## src/rtl/eeg_pea_pkg.sv

```systemverilog
// Shared types and constants for the PE-array output collector.
// Holds the collector FSM encoding, lane-count constants and the ORAM address helper.
package eeg_pea_pkg;

  typedef enum logic [1:0] {
    ST_IDLE  = 2'd0,
    ST_RUN   = 2'd1,
    ST_FLUSH = 2'd2,
    ST_DONE  = 2'd3
  } state_e;

  localparam int PE_COL      = 4;
  localparam int PE_ROW      = 4;
  localparam int PE_NUM      = PE_COL * PE_ROW;
  localparam int LANE_W      = (PE_NUM > 1) ? $clog2(PE_NUM) : 1;
  localparam int DATA_OUT_DW = 8;
  localparam int OMUX_ADD_AW = 8;
  localparam int ORAM_ADD_AW = 12;
  localparam int SUM_W       = 32;

  // Untruncated linear address; callers keep the low ORAM_ADD_AW bits.
  function automatic logic [SUM_W-1:0] oram_addr_sum(input logic [SUM_W-1:0] base,
                                                     input logic [SUM_W-1:0] add,
                                                     input logic [SUM_W-1:0] lane,
                                                     input logic [SUM_W-1:0] pe_num);
    return base + add * pe_num + lane;
  endfunction

endpackage

```

## src/rtl/eeg_pea_out_col_if.sv

```systemverilog
// Lane output stream plus ORAM write port of the collector.
// master = PE array / ORAM side, slave = collector.
interface eeg_pea_out_col_if #(
  parameter int PE_COL      = 4,
  parameter int PE_ROW      = 4,
  parameter int DATA_OUT_DW = 8,
  parameter int OMUX_ADD_AW = 8,
  parameter int ORAM_ADD_AW = 12
);
  logic [PE_COL-1:0][PE_ROW-1:0]                  OUT_VLD;
  logic [PE_COL-1:0][PE_ROW-1:0]                  OUT_LST;
  logic [PE_COL-1:0][PE_ROW-1:0]                  OUT_RDY;
  logic [PE_COL-1:0][PE_ROW-1:0][DATA_OUT_DW-1:0] OUT_DAT;
  logic [PE_COL-1:0][PE_ROW-1:0][OMUX_ADD_AW-1:0] OUT_ADD;
  logic                                           ORAM_VLD;
  logic                                           ORAM_RDY;
  logic [ORAM_ADD_AW-1:0]                         ORAM_ADD;
  logic [DATA_OUT_DW-1:0]                         ORAM_DAT;

  modport master (
    output OUT_VLD, OUT_LST, OUT_DAT, OUT_ADD, ORAM_RDY,
    input  OUT_RDY, ORAM_VLD, ORAM_ADD, ORAM_DAT
  );

  modport slave (
    input  OUT_VLD, OUT_LST, OUT_DAT, OUT_ADD, ORAM_RDY,
    output OUT_RDY, ORAM_VLD, ORAM_ADD, ORAM_DAT
  );
endinterface

```

## src/rtl/eeg_pea_rr_arb.sv

```systemverilog
// Round-robin arbiter: first requester at or after ptr_i wins, wrapping at N.
// Purely combinational; the caller owns the pointer register.
module eeg_pea_rr_arb
  import eeg_pea_pkg::*;
#(
  parameter int N  = PE_NUM,
  parameter int IW = (N > 1) ? $clog2(N) : 1
) (
  input  logic [N-1:0]  req_i,
  input  logic [IW-1:0] ptr_i,
  input  logic          en_i,
  output logic [N-1:0]  gnt_o,
  output logic [IW-1:0] idx_o,
  output logic          vld_o
);

  logic [IW:0]   cand_sum;
  logic [IW-1:0] cand;

  always_comb begin
    gnt_o    = '0;
    idx_o    = '0;
    vld_o    = 1'b0;
    cand_sum = '0;
    cand     = '0;
    for (int i = 0; i < N; i++) begin
      cand_sum = {1'b0, ptr_i} + (IW+1)'(i);
      if (cand_sum >= (IW+1)'(N)) cand_sum = cand_sum - (IW+1)'(N);
      cand = cand_sum[IW-1:0];
      if (en_i && !vld_o && req_i[cand]) begin
        vld_o       = 1'b1;
        gnt_o[cand] = 1'b1;
        idx_o       = cand;
      end
    end
  end

endmodule

```

## src/rtl/eeg_pea_out_col.sv

```systemverilog
// PE-array output collector: round-robin lane arbitration into one registered ORAM write port.
// Optional address-overflow flag ERR_FLG is built when EEG_PEA_OUT_CHK_EN is defined.
//
//  state    | meaning
//  ST_IDLE  | waiting for CFG_START
//  ST_RUN   | granting lanes until every lane has delivered its LST word
//  ST_FLUSH | waiting for the last slot word to drain into ORAM
//  ST_DONE  | one-cycle completion pulse
module eeg_pea_out_col
  import eeg_pea_pkg::*;
#(
  parameter int PE_COL      = eeg_pea_pkg::PE_COL,
  parameter int PE_ROW      = eeg_pea_pkg::PE_ROW,
  parameter int DATA_OUT_DW = eeg_pea_pkg::DATA_OUT_DW,
  parameter int OMUX_ADD_AW = eeg_pea_pkg::OMUX_ADD_AW,
  parameter int ORAM_ADD_AW = eeg_pea_pkg::ORAM_ADD_AW
) (
  input  logic                   clk,
  input  logic                   rst_n,
  output logic                   IS_IDLE,
  input  logic                   CFG_START,
  input  logic [ORAM_ADD_AW-1:0] CFG_ORAM_BASE,
  output logic                   DONE,
`ifdef EEG_PEA_OUT_CHK_EN
  output logic                   ERR_FLG,
`endif
  eeg_pea_out_col_if.slave       bus
);

  localparam int PN = PE_COL * PE_ROW;
  localparam int LW = (PN > 1) ? $clog2(PN) : 1;

  state_e                 state_q, state_d;
  logic [ORAM_ADD_AW-1:0] base_q, base_d;
  logic [PN-1:0]          lst_seen_q, lst_seen_d;
  logic [LW-1:0]          ptr_q, ptr_d;
  logic                   slot_vld_q, slot_vld_d;
  logic [ORAM_ADD_AW-1:0] slot_add_q, slot_add_d;
  logic [DATA_OUT_DW-1:0] slot_dat_q, slot_dat_d;

  logic [PN-1:0]             vld_flat, lst_flat, gnt_oh;
  logic [PN*DATA_OUT_DW-1:0] dat_flat;
  logic [PN*OMUX_ADD_AW-1:0] add_flat;
  logic [DATA_OUT_DW-1:0]    dat_sel;
  logic [OMUX_ADD_AW-1:0]    add_sel;
  logic [LW-1:0]             gnt_idx;
  logic                      gnt_vld, slot_free, arb_en;
  logic [ORAM_ADD_AW-1:0]    addr_new;

  // Packed [col][row] flattens so that bit L is lane col*PE_ROW+row.
  assign vld_flat = bus.OUT_VLD;
  assign lst_flat = bus.OUT_LST;
  assign dat_flat = bus.OUT_DAT;
  assign add_flat = bus.OUT_ADD;

  assign slot_free = !slot_vld_q || bus.ORAM_RDY;
  assign arb_en    = (state_q == ST_RUN) && slot_free;

  eeg_pea_rr_arb #(.N(PN), .IW(LW)) u_arb (
    .req_i (vld_flat & ~lst_seen_q),
    .ptr_i (ptr_q),
    .en_i  (arb_en),
    .gnt_o (gnt_oh),
    .idx_o (gnt_idx),
    .vld_o (gnt_vld)
  );

  always_comb begin
    dat_sel = '0;
    add_sel = '0;
    for (int l = 0; l < PN; l++) begin
      if (gnt_oh[l]) begin
        dat_sel = dat_flat[l*DATA_OUT_DW +: DATA_OUT_DW];
        add_sel = add_flat[l*OMUX_ADD_AW +: OMUX_ADD_AW];
      end
    end
  end

`ifdef EEG_PEA_OUT_CHK_EN
  logic [SUM_W-1:0] sum_full;
  logic             err_q, err_d;

  assign sum_full = oram_addr_sum(SUM_W'(base_q), SUM_W'(add_sel), SUM_W'(gnt_idx), SUM_W'(PN));
  assign addr_new = sum_full[ORAM_ADD_AW-1:0];

  always_comb begin
    err_d = err_q;
    if (gnt_vld && (sum_full[SUM_W-1:ORAM_ADD_AW] != '0)) err_d = 1'b1;
    if ((state_q == ST_IDLE) && CFG_START) err_d = 1'b0;
  end

  always_ff @(posedge clk or negedge rst_n) begin
    if (!rst_n) err_q <= 1'b0;
    else        err_q <= err_d;
  end

  assign ERR_FLG = err_q;
`else
  assign addr_new = ORAM_ADD_AW'(oram_addr_sum(SUM_W'(base_q), SUM_W'(add_sel),
                                               SUM_W'(gnt_idx), SUM_W'(PN)));
`endif

  always_comb begin
    state_d    = state_q;
    base_d     = base_q;
    lst_seen_d = lst_seen_q;
    ptr_d      = ptr_q;
    slot_vld_d = slot_vld_q;
    slot_add_d = slot_add_q;
    slot_dat_d = slot_dat_q;

    // A grant only happens when the slot is free, so load wins over drain.
    if (gnt_vld) begin
      slot_vld_d = 1'b1;
      slot_add_d = addr_new;
      slot_dat_d = dat_sel;
      ptr_d      = (gnt_idx == LW'(PN-1)) ? '0 : gnt_idx + 1'b1;
      if (|(lst_flat & gnt_oh)) lst_seen_d = lst_seen_q | gnt_oh;
    end else if (bus.ORAM_RDY) begin
      slot_vld_d = 1'b0;
    end

    case (state_q)
      ST_IDLE: begin
        if (CFG_START) begin
          state_d    = ST_RUN;
          base_d     = CFG_ORAM_BASE;
          lst_seen_d = '0;
        end
      end
      ST_RUN:   if (&lst_seen_d) state_d = ST_FLUSH;
      ST_FLUSH: if (slot_free)   state_d = ST_DONE;
      ST_DONE:  state_d = ST_IDLE;
      default:  state_d = ST_IDLE;
    endcase
  end

  always_ff @(posedge clk or negedge rst_n) begin
    if (!rst_n) begin
      state_q    <= ST_IDLE;
      base_q     <= '0;
      lst_seen_q <= '0;
      ptr_q      <= '0;
      slot_vld_q <= 1'b0;
      slot_add_q <= '0;
      slot_dat_q <= '0;
    end else begin
      state_q    <= state_d;
      base_q     <= base_d;
      lst_seen_q <= lst_seen_d;
      ptr_q      <= ptr_d;
      slot_vld_q <= slot_vld_d;
      slot_add_q <= slot_add_d;
      slot_dat_q <= slot_dat_d;
    end
  end

  assign bus.OUT_RDY  = gnt_oh;
  assign bus.ORAM_VLD = slot_vld_q;
  assign bus.ORAM_ADD = slot_add_q;
  assign bus.ORAM_DAT = slot_dat_q;
  assign IS_IDLE      = (state_q == ST_IDLE);
  assign DONE         = (state_q == ST_DONE);

endmodule

```

## src/flat_wrapper.sv

```systemverilog
// flat-port wrapper written by rule: the top's interface ports become plain ports
module eeg_pea_out_col_flat import eeg_pea_pkg::*;
#(
  parameter int PE_COL      = eeg_pea_pkg::PE_COL,
  parameter int PE_ROW      = eeg_pea_pkg::PE_ROW,
  parameter int DATA_OUT_DW = eeg_pea_pkg::DATA_OUT_DW,
  parameter int OMUX_ADD_AW = eeg_pea_pkg::OMUX_ADD_AW,
  parameter int ORAM_ADD_AW = eeg_pea_pkg::ORAM_ADD_AW
)
  (clk, rst_n, IS_IDLE, CFG_START, CFG_ORAM_BASE, DONE, bus_OUT_VLD, bus_OUT_LST, bus_OUT_DAT, bus_OUT_ADD, bus_ORAM_RDY, bus_OUT_RDY, bus_ORAM_VLD, bus_ORAM_ADD, bus_ORAM_DAT);
  eeg_pea_out_col_if #(.PE_COL(PE_COL), .PE_ROW(PE_ROW), .DATA_OUT_DW(DATA_OUT_DW), .OMUX_ADD_AW(OMUX_ADD_AW), .ORAM_ADD_AW(ORAM_ADD_AW)) bus_i ();
  input  logic clk;
  input  logic rst_n;
  output logic IS_IDLE;
  input  logic CFG_START;
  input  logic [ORAM_ADD_AW-1:0] CFG_ORAM_BASE;
  output logic DONE;
  input wire logic [$bits(bus_i.OUT_VLD)-1:0] bus_OUT_VLD;
  input wire logic [$bits(bus_i.OUT_LST)-1:0] bus_OUT_LST;
  input wire logic [$bits(bus_i.OUT_DAT)-1:0] bus_OUT_DAT;
  input wire logic [$bits(bus_i.OUT_ADD)-1:0] bus_OUT_ADD;
  input wire logic [$bits(bus_i.ORAM_RDY)-1:0] bus_ORAM_RDY;
  output wire logic [$bits(bus_i.OUT_RDY)-1:0] bus_OUT_RDY;
  output wire logic [$bits(bus_i.ORAM_VLD)-1:0] bus_ORAM_VLD;
  output wire logic [$bits(bus_i.ORAM_ADD)-1:0] bus_ORAM_ADD;
  output wire logic [$bits(bus_i.ORAM_DAT)-1:0] bus_ORAM_DAT;
  assign bus_i.OUT_VLD = bus_OUT_VLD;
  assign bus_i.OUT_LST = bus_OUT_LST;
  assign bus_i.OUT_DAT = bus_OUT_DAT;
  assign bus_i.OUT_ADD = bus_OUT_ADD;
  assign bus_i.ORAM_RDY = bus_ORAM_RDY;
  assign bus_OUT_RDY = bus_i.OUT_RDY;
  assign bus_ORAM_VLD = bus_i.ORAM_VLD;
  assign bus_ORAM_ADD = bus_i.ORAM_ADD;
  assign bus_ORAM_DAT = bus_i.ORAM_DAT;
  eeg_pea_out_col #(.PE_COL(PE_COL), .PE_ROW(PE_ROW), .DATA_OUT_DW(DATA_OUT_DW), .OMUX_ADD_AW(OMUX_ADD_AW), .ORAM_ADD_AW(ORAM_ADD_AW)) u_core (.clk(clk), .rst_n(rst_n), .IS_IDLE(IS_IDLE), .CFG_START(CFG_START), .CFG_ORAM_BASE(CFG_ORAM_BASE), .DONE(DONE), .bus(bus_i));
endmodule
```

## config.mk

```make
export PLATFORM = sky130hd
export DESIGN_NAME = eeg_pea_out_col_flat
export DESIGN_NICKNAME = d
export VERILOG_FILES = /design/src/rtl/eeg_pea_pkg.sv /design/src/rtl/eeg_pea_out_col_if.sv /design/src/rtl/eeg_pea_rr_arb.sv /design/src/rtl/eeg_pea_out_col.sv /design/src/flat_wrapper.sv
export SDC_FILE = /design/constraint.sdc
export NUM_CORES = 1
export LEC_CHECK = 0
export ABC_CLOCK_PERIOD_IN_PS = 13350
export BUFFER_PORTS_ARGS = -buffer_cell sky130_fd_sc_hd__buf_2
export CORE_MARGIN = 2
export CORE_UTILIZATION = 30
export DETAILED_ROUTE_END_ITERATION = 7
export PLACE_DENSITY = 0.59
export SYNTH_ARGS = -nofsm -noshare
export SYNTH_HDL_FRONTEND = slang
export SYNTH_HIERARCHICAL = 1
export SYNTH_SLANG_ARGS = --single-unit
```

## constraint.sdc

```tcl
create_clock -name clk -period 13.35 [get_ports clk]
set_input_delay 0.6675 -clock clk [delete_from_list [all_inputs] [get_ports clk]]
set_output_delay 0.6675 -clock clk [all_outputs]
set_load 0.01 [all_outputs]
```

After elaboration in Yosys (flattened, before gate mapping)
Cells that the tools add are included.
{"block": "op_classes", "addsub": 34, "order_cmp": 48, "n_eq_ne": 7, "mux": 171, "bitwise": 19, "reduce_logical": 71}
{"cell": "two-way mux 16 bit", "count": 20}
{"cell": "two-way mux 8 bit", "count": 32}
{"cell": "OR 16 bit", "count": 16}
{"cell": "two-way mux 4 bit", "count": 33}
{"cell": "less-than comparator 4 x 5 -> 1 bit (second input constant)", "count": 16}
{"cell": "greater-or-equal comparator 5 bit (second input constant)", "count": 15}
{"cell": "binary-select mux 1 bit (select 4 bit)", "count": 16}
{"cell": "demux 1 bit (select 4 bit)", "count": 16}
{"cell": "greater-or-equal comparator 4 x 1 -> 1 bit (second input constant)", "count": 16}
{"cell": "subtractor 4 x 1 -> 4 bit (second input constant)", "count": 16}
{"cell": "two-way mux 1 bit", "count": 50}
{"cell": "logical AND 1 bit", "count": 48}
{"cell": "adder 4 x 4 -> 5 bit (second input constant)", "count": 8}
{"cell": "AND 16 bit", "count": 2}
{"cell": "adder 4 x 3 -> 5 bit (second input constant)", "count": 4}
{"cell": "zero test 1 bit", "count": 16}
{"cell": "NOT 16 bit", "count": 1}
{"cell": "AND reduction 16 bit", "count": 1}
{"cell": "OR reduction 16 bit", "count": 1}
{"cell": "adder 12 bit", "count": 1}
{"cell": "adder 12 x 4 -> 12 bit", "count": 1}
{"cell": "adder 4 x 2 -> 5 bit (second input constant)", "count": 2}
{"cell": "one-hot mux 2 bit (4 select lines)", "count": 1}
{"cell": "two-way mux 2 bit", "count": 3}
{"cell": "13 further kinds", "count": 15}
{"block": "word_totals", "register_bits": 55, "in_bits": 304, "wordCells": 357}

Depth between registers and ports, before layout
Gate-level depths: netlist (run 1).
{"block": "depth", "ltp_word": 84, "mapped_depth": 34}

Modules after synthesis
The synthesis (run 1) kept the hierarchy.
{"mod": "eeg_pea_out_col", "n_inst": 1, "cells_per_inst": 715, "area_per_inst_um2": 5391.4, "seq_area_each_um2": 1376.3}
{"mod": "eeg_pea_rr_arb", "n_inst": 1, "cells_per_inst": 621, "area_per_inst_um2": 4459.3, "seq_area_each_um2": 0.0}

Least setup slack after synthesis (run 1)
Ideal clock, no wire load.
{"block": "synth_timing", "path_kind": "register to register", "from": "register u_core.ptr_q[2]", "to": "register u_core.slot_add_q[11], in the netlist u_core/bus.ORAM_ADD[11]", "t_arrival_ns": 7.550, "required_time_ns": 13.213, "slack_ns": 5.663, "path_stages_with_launch": 32, "period_less_slack_ns": 7.687, "cell_sequence": "dfrtp_1 > buf_2 > buf_1 > inv_2 > ha_1 > clkbuf_1 > mux4_2 > mux4_2 > o31a_1 > buf_2 > nor3_1 > clkbuf_1 > nand2_1 > o32a_1 > o2111a_1 > nand4_1 > buf_2 > clkbuf_1 > a21oi_1 > a221o_1 > a221o_1 > a221o_1 > a21oi_1 > o21ai_0 > a31oi_1 > ha_1 > a21o_1 > a31oi_1 > o21ai_0 > o41ai_1 > xor2_1 > a21oi_1"}
{"block": "synth_between", "elab_cells_between_ends": 302, "classes_between": "add/sub: 33; order compare: 48; mux: 144; bitwise: 15; reduce/logical: 62"}
{"item": "start: declaration", "line": "eeg_pea_out_col.sv:36", "source": "logic [LW-1:0] ptr_q, ptr_d;"}
{"item": "start signal: assignment", "line": "eeg_pea_out_col.sv:151", "source": "ptr_q <= ptr_d;"}
{"item": "parallel branches: the longest is 65 deep, another holds adder 4 x 1 -> 5 bit"}
{"item": "two-way mux 16 bit *", "line": "eeg_pea_rr_arb.sv:30", "source": "if (en_i && !vld_o && req_i[cand]) begin"}
{"item": "via bus_OUT_RDY[2]", "line": "flat_wrapper.sv:23", "source": "output wire logic [$bits(bus_i.OUT_RDY)-1:0] bus_OUT_RDY;"}
{"item": "two-way mux 8 bit * (14 in series)", "line": "eeg_pea_out_col.sv:72", "source": "if (gnt_oh[l]) begin"}
{"item": "adder 12 bit *", "line": "eeg_pea_pkg.sv:26", "source": "return base + add * pe_num + lane;"}
{"item": "adder 12 x 4 -> 12 bit *", "line": "eeg_pea_pkg.sv:26"}
{"item": "end signal: assignment", "line": "eeg_pea_out_col.sv:153", "source": "slot_add_q <= slot_add_d;"}
{"item": "end: declaration", "line": "eeg_pea_out_col.sv:38", "source": "logic [ORAM_ADD_AW-1:0] slot_add_q, slot_add_d;"}
Mark *: on every way through the listed nets, which the timed path passes. The select of a mux whose other input is x is not followed.
A chain may end at the register's enable or synchronous reset.

Worst setup path in the final report (run 1)
{"block": "layout_timing", "from": "register u_core.ptr_q[0]", "to": "register u_core.slot_add_q[11], in the netlist u_core/bus.ORAM_ADD[11]"}
{"block": "layout_between", "elab_chain_cells": 84, "elab_cells_between_ends": 302, "classes_between": "add/sub: 33; order compare: 48; mux: 144; bitwise: 15; reduce/logical: 62"}
{"item": "parallel branches: the longest is 84 deep, another holds adder 4 x 1 -> 5 bit"}
Several ways; the timed one is not identified. The select of a mux whose other input is x is not followed.

==> results of run 1 <==
[layout make-up]
type	count	area share
tap	442	0.0452
clock buffer	7	0.0117
antenna	1	0.000205
multi-input combinational	1097	0.634
sequential	55	0.113
inverter	74	0.0227
clock inverter	1	0.000717
timing repair buffer	395	0.173
[state kept, by name (all words and copies together), names as in the netlist]
name                 count
u_core/bus.ORAM_ADD     12
u_core/lst_seen_q       16
u_core/bus.ORAM_VLD      1
u_core/ptr_q             4
u_core/bus.ORAM_DAT      8
u_core/base_q           12
u_core/state_q           2
[kinds of logic (layout without fill, tap and decap cells)]
| logic type | Yosys count | in the layout | synth area share |
|---|---|---|---|
| other | 0 | 1 | 0 |
| AO/OA/AOI/OAI | 511 | 511 | 0.365 |
| buffers and inverters | 184 | 477 | 0.0770 |
| flip-flops | 55 | 55 | 0.140 |
| AND/OR/NAND/NOR | 445 | 445 | 0.231 |
| multiplexers | 90 | 90 | 0.128 |
| adder cells (fa/ha/maj) | 31 | 31 | 0.0401 |
| XOR/XNOR | 20 | 20 | 0.0185 |
[worst max-delay path by stage]
stage / start / end
floorplan: u_core/ptr_q[2] / u_core/bus.ORAM_ADD[11]
global placement: u_core/ptr_q[0] / u_core/bus.ORAM_ADD[11]
detailed placement: u_core/ptr_q[0] / u_core/bus.ORAM_ADD[11]
CTS: u_core/ptr_q[0] / u_core/bus.ORAM_ADD[11]
global route: u_core/ptr_q[0] / u_core/bus.ORAM_ADD[11]
finish: u_core/ptr_q[0] / u_core/bus.ORAM_ADD[11]
[routing by layer]
| layer | up-vias | track usage | share of wire | wire, um |
|---|---|---|---|---|
| met1 | 6239 | 0.400 | 0.40 | 22100 |
| met2 | 819 | 0.482 | 0.45 | 25100 |
| met4 | 4 | 0.140 | 0.050 | 2770 |
| li1 | 5761 | - | - | - |
| met3 | 152 | 0.0586 | 0.094 | 5180 |
| met5 | - | 0 | 0.00058 | 32 |
[placed cells by master (no fill, tap or decap), types with 35 or more instances in the layout]
cell	n
sky130_fd_sc_hd__buf_4	53
sky130_fd_sc_hd__nor2b_1	45
sky130_fd_sc_hd__nor2_1	86
sky130_fd_sc_hd__dfrtp_1	55
sky130_fd_sc_hd__buf_2	342
sky130_fd_sc_hd__nand2_1	137
sky130_fd_sc_hd__mux2_2	35
sky130_fd_sc_hd__inv_1	70
sky130_fd_sc_hd__a21oi_1	121
sky130_fd_sc_hd__o21ai_0	67
[critical path: stages, from the launching register on]
cell                       delay (ns)
sky130_fd_sc_hd__dfrtp_1         0.96
sky130_fd_sc_hd__clkinv_1        0.89
sky130_fd_sc_hd__ha_2            1.09
sky130_fd_sc_hd__mux4_2          0.63
sky130_fd_sc_hd__mux2i_1         0.31
sky130_fd_sc_hd__o22ai_1         0.28
sky130_fd_sc_hd__o31a_1          0.56
sky130_fd_sc_hd__nor3_2          0.24
sky130_fd_sc_hd__buf_4           0.24
sky130_fd_sc_hd__nand4_1         0.48
sky130_fd_sc_hd__o31a_1          0.46
sky130_fd_sc_hd__o221ai_1        0.21
sky130_fd_sc_hd__a221o_1         0.65
sky130_fd_sc_hd__buf_4           0.36
sky130_fd_sc_hd__a21oi_1         0.09
sky130_fd_sc_hd__a221o_1         0.33
sky130_fd_sc_hd__a221o_1         0.43
sky130_fd_sc_hd__a21oi_1         0.26
sky130_fd_sc_hd__o21ai_1         0.08
sky130_fd_sc_hd__a31oi_1         0.18
sky130_fd_sc_hd__ha_1            0.30
sky130_fd_sc_hd__and3_1          0.16
sky130_fd_sc_hd__a21oi_1         0.10
sky130_fd_sc_hd__o21ai_0         0.15
sky130_fd_sc_hd__o41ai_1         0.36
sky130_fd_sc_hd__xor2_1          0.18
sky130_fd_sc_hd__a21oi_1         0.08
[metrics by stage]
step	area, um^2	setup WS (ns)	hold WS [ns]	utilization	std cells
after global placement	12100	3.60	0.494	0.372	2063
after floorplan	9850	5.66	0.372	-	1336
after detailed placement	12100	3.36	0.477	0.372	2063
after CTS	12200	3.33	0.504	0.377	2071
after global routing	12200	2.49	0.527	0.377	2072
final	12200	3.11	0.502	0.377	2072
==> results.py, run 1 <==
metrics = {
    "run": {
        "max_cap_violations": 0,
    },
    "finish": {
        "number_of_fill_cells_in_the_layout": 3477,
        "layout-drive-gt1-share": 0.303,
        "design.final.nets": 1963,
        "area_delta_synth_final_pct": 24.1,
        "layout.area.seq_um2": 1380,
        "multiInputGateArea_um2": 7750,
    },
    "global_route": {
        "grt_max_degree": 56,
        "grt_antenna_before_repair": 3,
        "grt_first_pass_wirelength_um": 78200,
        "grt_pass1_vias": 12056,
        "groute.usage.overall": 0.305,
        "grt_overflow": 0,
    },
    "logic_synthesis": {
        "post-synth-top-area-fraction": 0.140,
        "yosys.cell_types.count": 87,
        "cells_after_synthesis": 1336,
        "yosys.area.top_type": "sky130_fd_sc_hd__dfrtp_1",
        "synthesized_area_per_cell_um2": 7.37,
        "synth-warning-count": 6,
        "ys_ff_latch": 55,
        "post-synth-top-count-cell": "sky130_fd_sc_hd__nand2_1",
        "async_reset_ff_frac": 1.00,
        "post_synth_main_area_contributors": "sky130_fd_sc_hd__dfrtp_1, sky130_fd_sc_hd__a21oi_1, sky130_fd_sc_hd__mux4_2, sky130_fd_sc_hd__nand2_1, sky130_fd_sc_hd__mux2_2",
        "post_synth_most_frequent_cells": "sky130_fd_sc_hd__nand2_1, sky130_fd_sc_hd__a21oi_1, sky130_fd_sc_hd__nor2_1",
        "synth.net_count": 1671,
        "seq_area_frac_synth": 0.140,
        "synth-main-ff-cell": "sky130_fd_sc_hd__dfrtp_1",
        "synth-edff-count": 0,
        "netlist_area_um2": 9850,
    },
    "timing": {
        "post-route-min-period_ns": 10.24,
        "worst_slew_margin_rel": 0.219,
        "final.setup.tns_ns": 0,
        "slew_at_the_pin_closest_to_its_max_slew_limit_ns": 1.16,
        "hold_violations_final": 0,
        "rsz0062_at_grt": "false",
        "report.final.slew_viol_count": 0,
        "skew_ns": 0.00787,
        "timing.final.crit_share": 0.767,
        "achievable-frequency_mhz": 97.6,
        "number_of_setup_violations_in_the_final_report": 0,
    },
    "floorplan": {
        "floorplan.rows": 66,
        "initial_core_util": 0.304,
        "die_boundary_height_um": 185,
        "die_w_um": 185,
        "io_pins": 343,
        "placeableCoreArea_um2": 32500,
        "fp.dieArea_um2": 34300,
    },
    "clock_tree": {
        "clock_tree_from_tritoncts": "built",
        "cts.repair_timing.setup_buffer_count": 0,
        "clkSlewWorstSetupHoldPaths_ns": 0.07,
        "clkSinkCount": 55,
        "cts_made_buffers": 5,
        "cts_hold_repair.buffers": 0,
        "cts.htree.levels": 2,
        "cts-root-buf": "sky130_fd_sc_hd__clkbuf_16",
        "number_of_cells_upsized_or_downsized_after_cts": 0,
        "clock_insertion_delay_worst_skew_ns": 0.30,
        "clock_path_buffers": 2,
    },
    "route": {
        "detail_route.vias_per_cell": 6.26,
        "route.vias.total": 12975,
        "wl_um": 55200,
        "drtPass1Iterations": 7,
        "drcViolationCount": 0,
        "drtAntennaViolNets": 0,
        "detail_route.iter0.violations": 1293,
        "routed_length_per_placed_instance_um": 26.7,
    },
    "hold_path": {
        "timing.hold.worst_path_depth": 2,
        "hold_path_class": "flop to flop",
        "worst_hold_path.endpoint": "u_core/bus.ORAM_ADD[1]",
        "hold_path.startpoint": "u_core/bus.ORAM_ADD[1]",
    },
    "worst_setup_path": {
        "rrSetupSlack_ns": 3.11,
        "worst-setup-path-type": "flop to flop",
        "critical_path.endpoint_type": "flop",
        "cp_max_fo": 28,
        "critPathArrivalTime_ns": 10.40,
        "r2r-end": "u_core/bus.ORAM_ADD[11]",
        "worstPathRequired_ns": 13.51,
        "timing.critical_path.from_type": "flop",
        "worst-r2r-cell-count": 26,
        "r2r-start": "u_core/ptr_q[0]",
    },
    "placement": {
        "gp_congestion": 1.04,
        "hpwl_um": 43200,
        "placement.io_buffers": 342,
    },
    "outcome": {
        "status": "finished, final reports clean",
    },
}
Power of run 1 is not shown: default switching activity piles up to over one toggle a cycle in this logic, so the estimate is an artifact.
==> run 2: changes to the inputs <==
ABC_CLOCK_PERIOD_IN_PS = 8800   (was 13350)
PLACE_DENSITY = 0.6   (was 0.59)
clock period = 8.8 ns   (was 13.35 ns; I/O delays follow)
==> results.py, run 2 (synthesis gave the netlist of run 1 again) <==
metrics = {
    "floorplan": {
        "io_pins": 343,
        "floorplan.rows": 66,
        "fp.dieArea_um2": 34300,
        "initial_core_util": 0.304,
        "placeableCoreArea_um2": 32500,
        "die_boundary_height_um": 185,
        "die_w_um": 185,
    },
    "worst_setup_path": {
        "cell_repeated_most_along_the_worst_path": "sky130_fd_sc_hd__buf_4",
        "cp_max_fo": 17,
        "r2r-end": "u_core/bus.ORAM_ADD[11]",
        "rrSetupSlack_ns": 0.69,
        "cpPeakStageDelay_ns": 0.75,
        "timing.critical_path.from_type": "flop",
        "worst-setup-path-type": "flop to flop",
        "r2r-start": "u_core/ptr_q[1]",
        "worst-r2r-cell-count": 29,
        "worstPathRequired_ns": 8.98,
        "critical_path.endpoint_type": "flop",
        "critPathArrivalTime_ns": 8.28,
        "critical_path_cell_with_the_highest_stage_delay": "sky130_fd_sc_hd__ha_1",
    },
    "clock_tree": {
        "cts.htree.levels": 2,
        "clock_path_buffers": 2,
        "cts-root-buf": "sky130_fd_sc_hd__clkbuf_16",
        "clock_tree_from_tritoncts": "built",
        "cts_made_buffers": 5,
        "clkSinkCount": 55,
        "number_of_cells_upsized_or_downsized_after_cts": 0,
        "clkSlewWorstSetupHoldPaths_ns": 0.08,
        "cts_hold_repair.buffers": 0,
        "clock_insertion_delay_worst_skew_ns": 0.31,
        "cts.repair_timing.setup_buffer_count": 0,
    },
    "timing": {
        "skew_ns": 0.00986,
        "achievable-frequency_mhz": 123,
        "number_of_setup_violations_in_the_final_report": 0,
        "rsz0062_at_grt": "false",
        "slew_at_the_pin_closest_to_its_max_slew_limit_ns": 1.18,
        "timing.final.crit_share": 0.921,
        "report.final.slew_viol_count": 0,
        "hold_violations_final": 0,
        "post-route-min-period_ns": 8.11,
        "final.setup.tns_ns": 0,
        "worst_slew_margin_rel": 0.212,
    },
    "finish": {
        "largest_register_ffs": 16,
        "most_common_cell_after_layout_fill_and_taps_aside": "sky130_fd_sc_hd__buf_2",
        "layout-drive-gt1-share": 0.310,
        "most-common-layout-cells": "sky130_fd_sc_hd__buf_2, sky130_fd_sc_hd__nand2_1, sky130_fd_sc_hd__a21oi_1",
        "area_delta_synth_final_pct": 25.5,
        "final_core_density": 0.381,
        "design.final.nets": 1984,
        "number_of_fill_cells_in_the_layout": 3503,
        "regMostFlops": "u_core/lst_seen_q",
    },
    "global_route": {
        "grt_pass1_vias": 12263,
        "grt_max_degree": 56,
        "grt_overflow": 0,
        "grt_first_pass_wirelength_um": 80900,
        "grt_antenna_before_repair": 2,
        "groute.usage.overall": 0.316,
    },
    "route": {
        "drcViolationCount": 0,
        "drtPass1Iterations": 8,
        "drtAntennaViolNets": 0,
        "route.vias.total": 13077,
        "routed_length_per_placed_instance_um": 27.0,
        "wl_um": 56600,
        "detail_route.iter0.violations": 1588,
        "detail_route.vias_per_cell": 6.25,
    },
    "placement": {
        "gp_congestion": 1.03,
        "hpwl_um": 45000,
        "placement.io_buffers": 342,
    },
    "hold_path": {
        "hold_path_class": "primary input to asynchronous set/reset pin",
    },
    "run": {
        "max_cap_violations": 0,
    },
    "outcome": {
        "status": "finished, final reports clean",
    },
}
-- run 2: worst max path at each step --
stage	start	endpoint	slack, ns	depth (start not counted)
after floorplan	u_core/ptr_q[2]	u_core/bus.ORAM_ADD[11]	1.11	31
after global placement	u_core/ptr_q[3]	u_core/bus.ORAM_ADD[11]	0.94	23
after detailed placement	u_core/ptr_q[1]	u_core/bus.ORAM_ADD[11]	0.82	29
after CTS	u_core/ptr_q[1]	u_core/bus.ORAM_ADD[11]	0.77	29
after global routing	u_core/ptr_q[1]	u_core/bus.ORAM_ADD[11]	0.14	29
final	u_core/ptr_q[1]	u_core/bus.ORAM_ADD[11]	0.69	29
-- run 2: final cells by class --
cell class                 count  area [um^2]  area share
clock buffer                   6          139      0.0112
clock inverter                 2         20.0     0.00162
inverter                      74          278      0.0225
sequential                    55         1380       0.111
tap                          442          553      0.0447
timing repair buffer         416         2270       0.183
multi-input combinational   1097         7730       0.625
antenna                        1         2.50    0.000202
-- run 2: layer usage --
layer	track usage	share of wire
met2	0.498	0.45
met3	0.0584	0.095
met5	0	0.00019
met4	0.0819	0.028
met1	0.442	0.42
-- run 2: critical path, delay by kind of cell (launching register included) --
family | cells | cell delay [ns]
buffers and inverters | 5 | 1.25
and+or+nand+nor | 4 | 1.33
xor gates and xnor gates | 1 | 0.18
DFF | 1 | 0.35
muxes | 3 | 0.69
adders and majority gates | 2 | 1.07
AOI/OAI and AO/OA | 14 | 3.10
-- run 2: per-stage QoR --
stage          cells  area, um^2  hold slack, ns  worst slack, ns
2_1_floorplan   1336        9850           0.144             1.11
3_3_place_gp    2084       12200           0.461            0.939
3_5_place_dp    2084       12200           0.470            0.820
4_1_cts         2092       12400           0.298            0.769
5_1_grt         2093       12400           0.332            0.136
6_report        2093       12400           0.280            0.691
Power of run 2 is left out for the same reason.
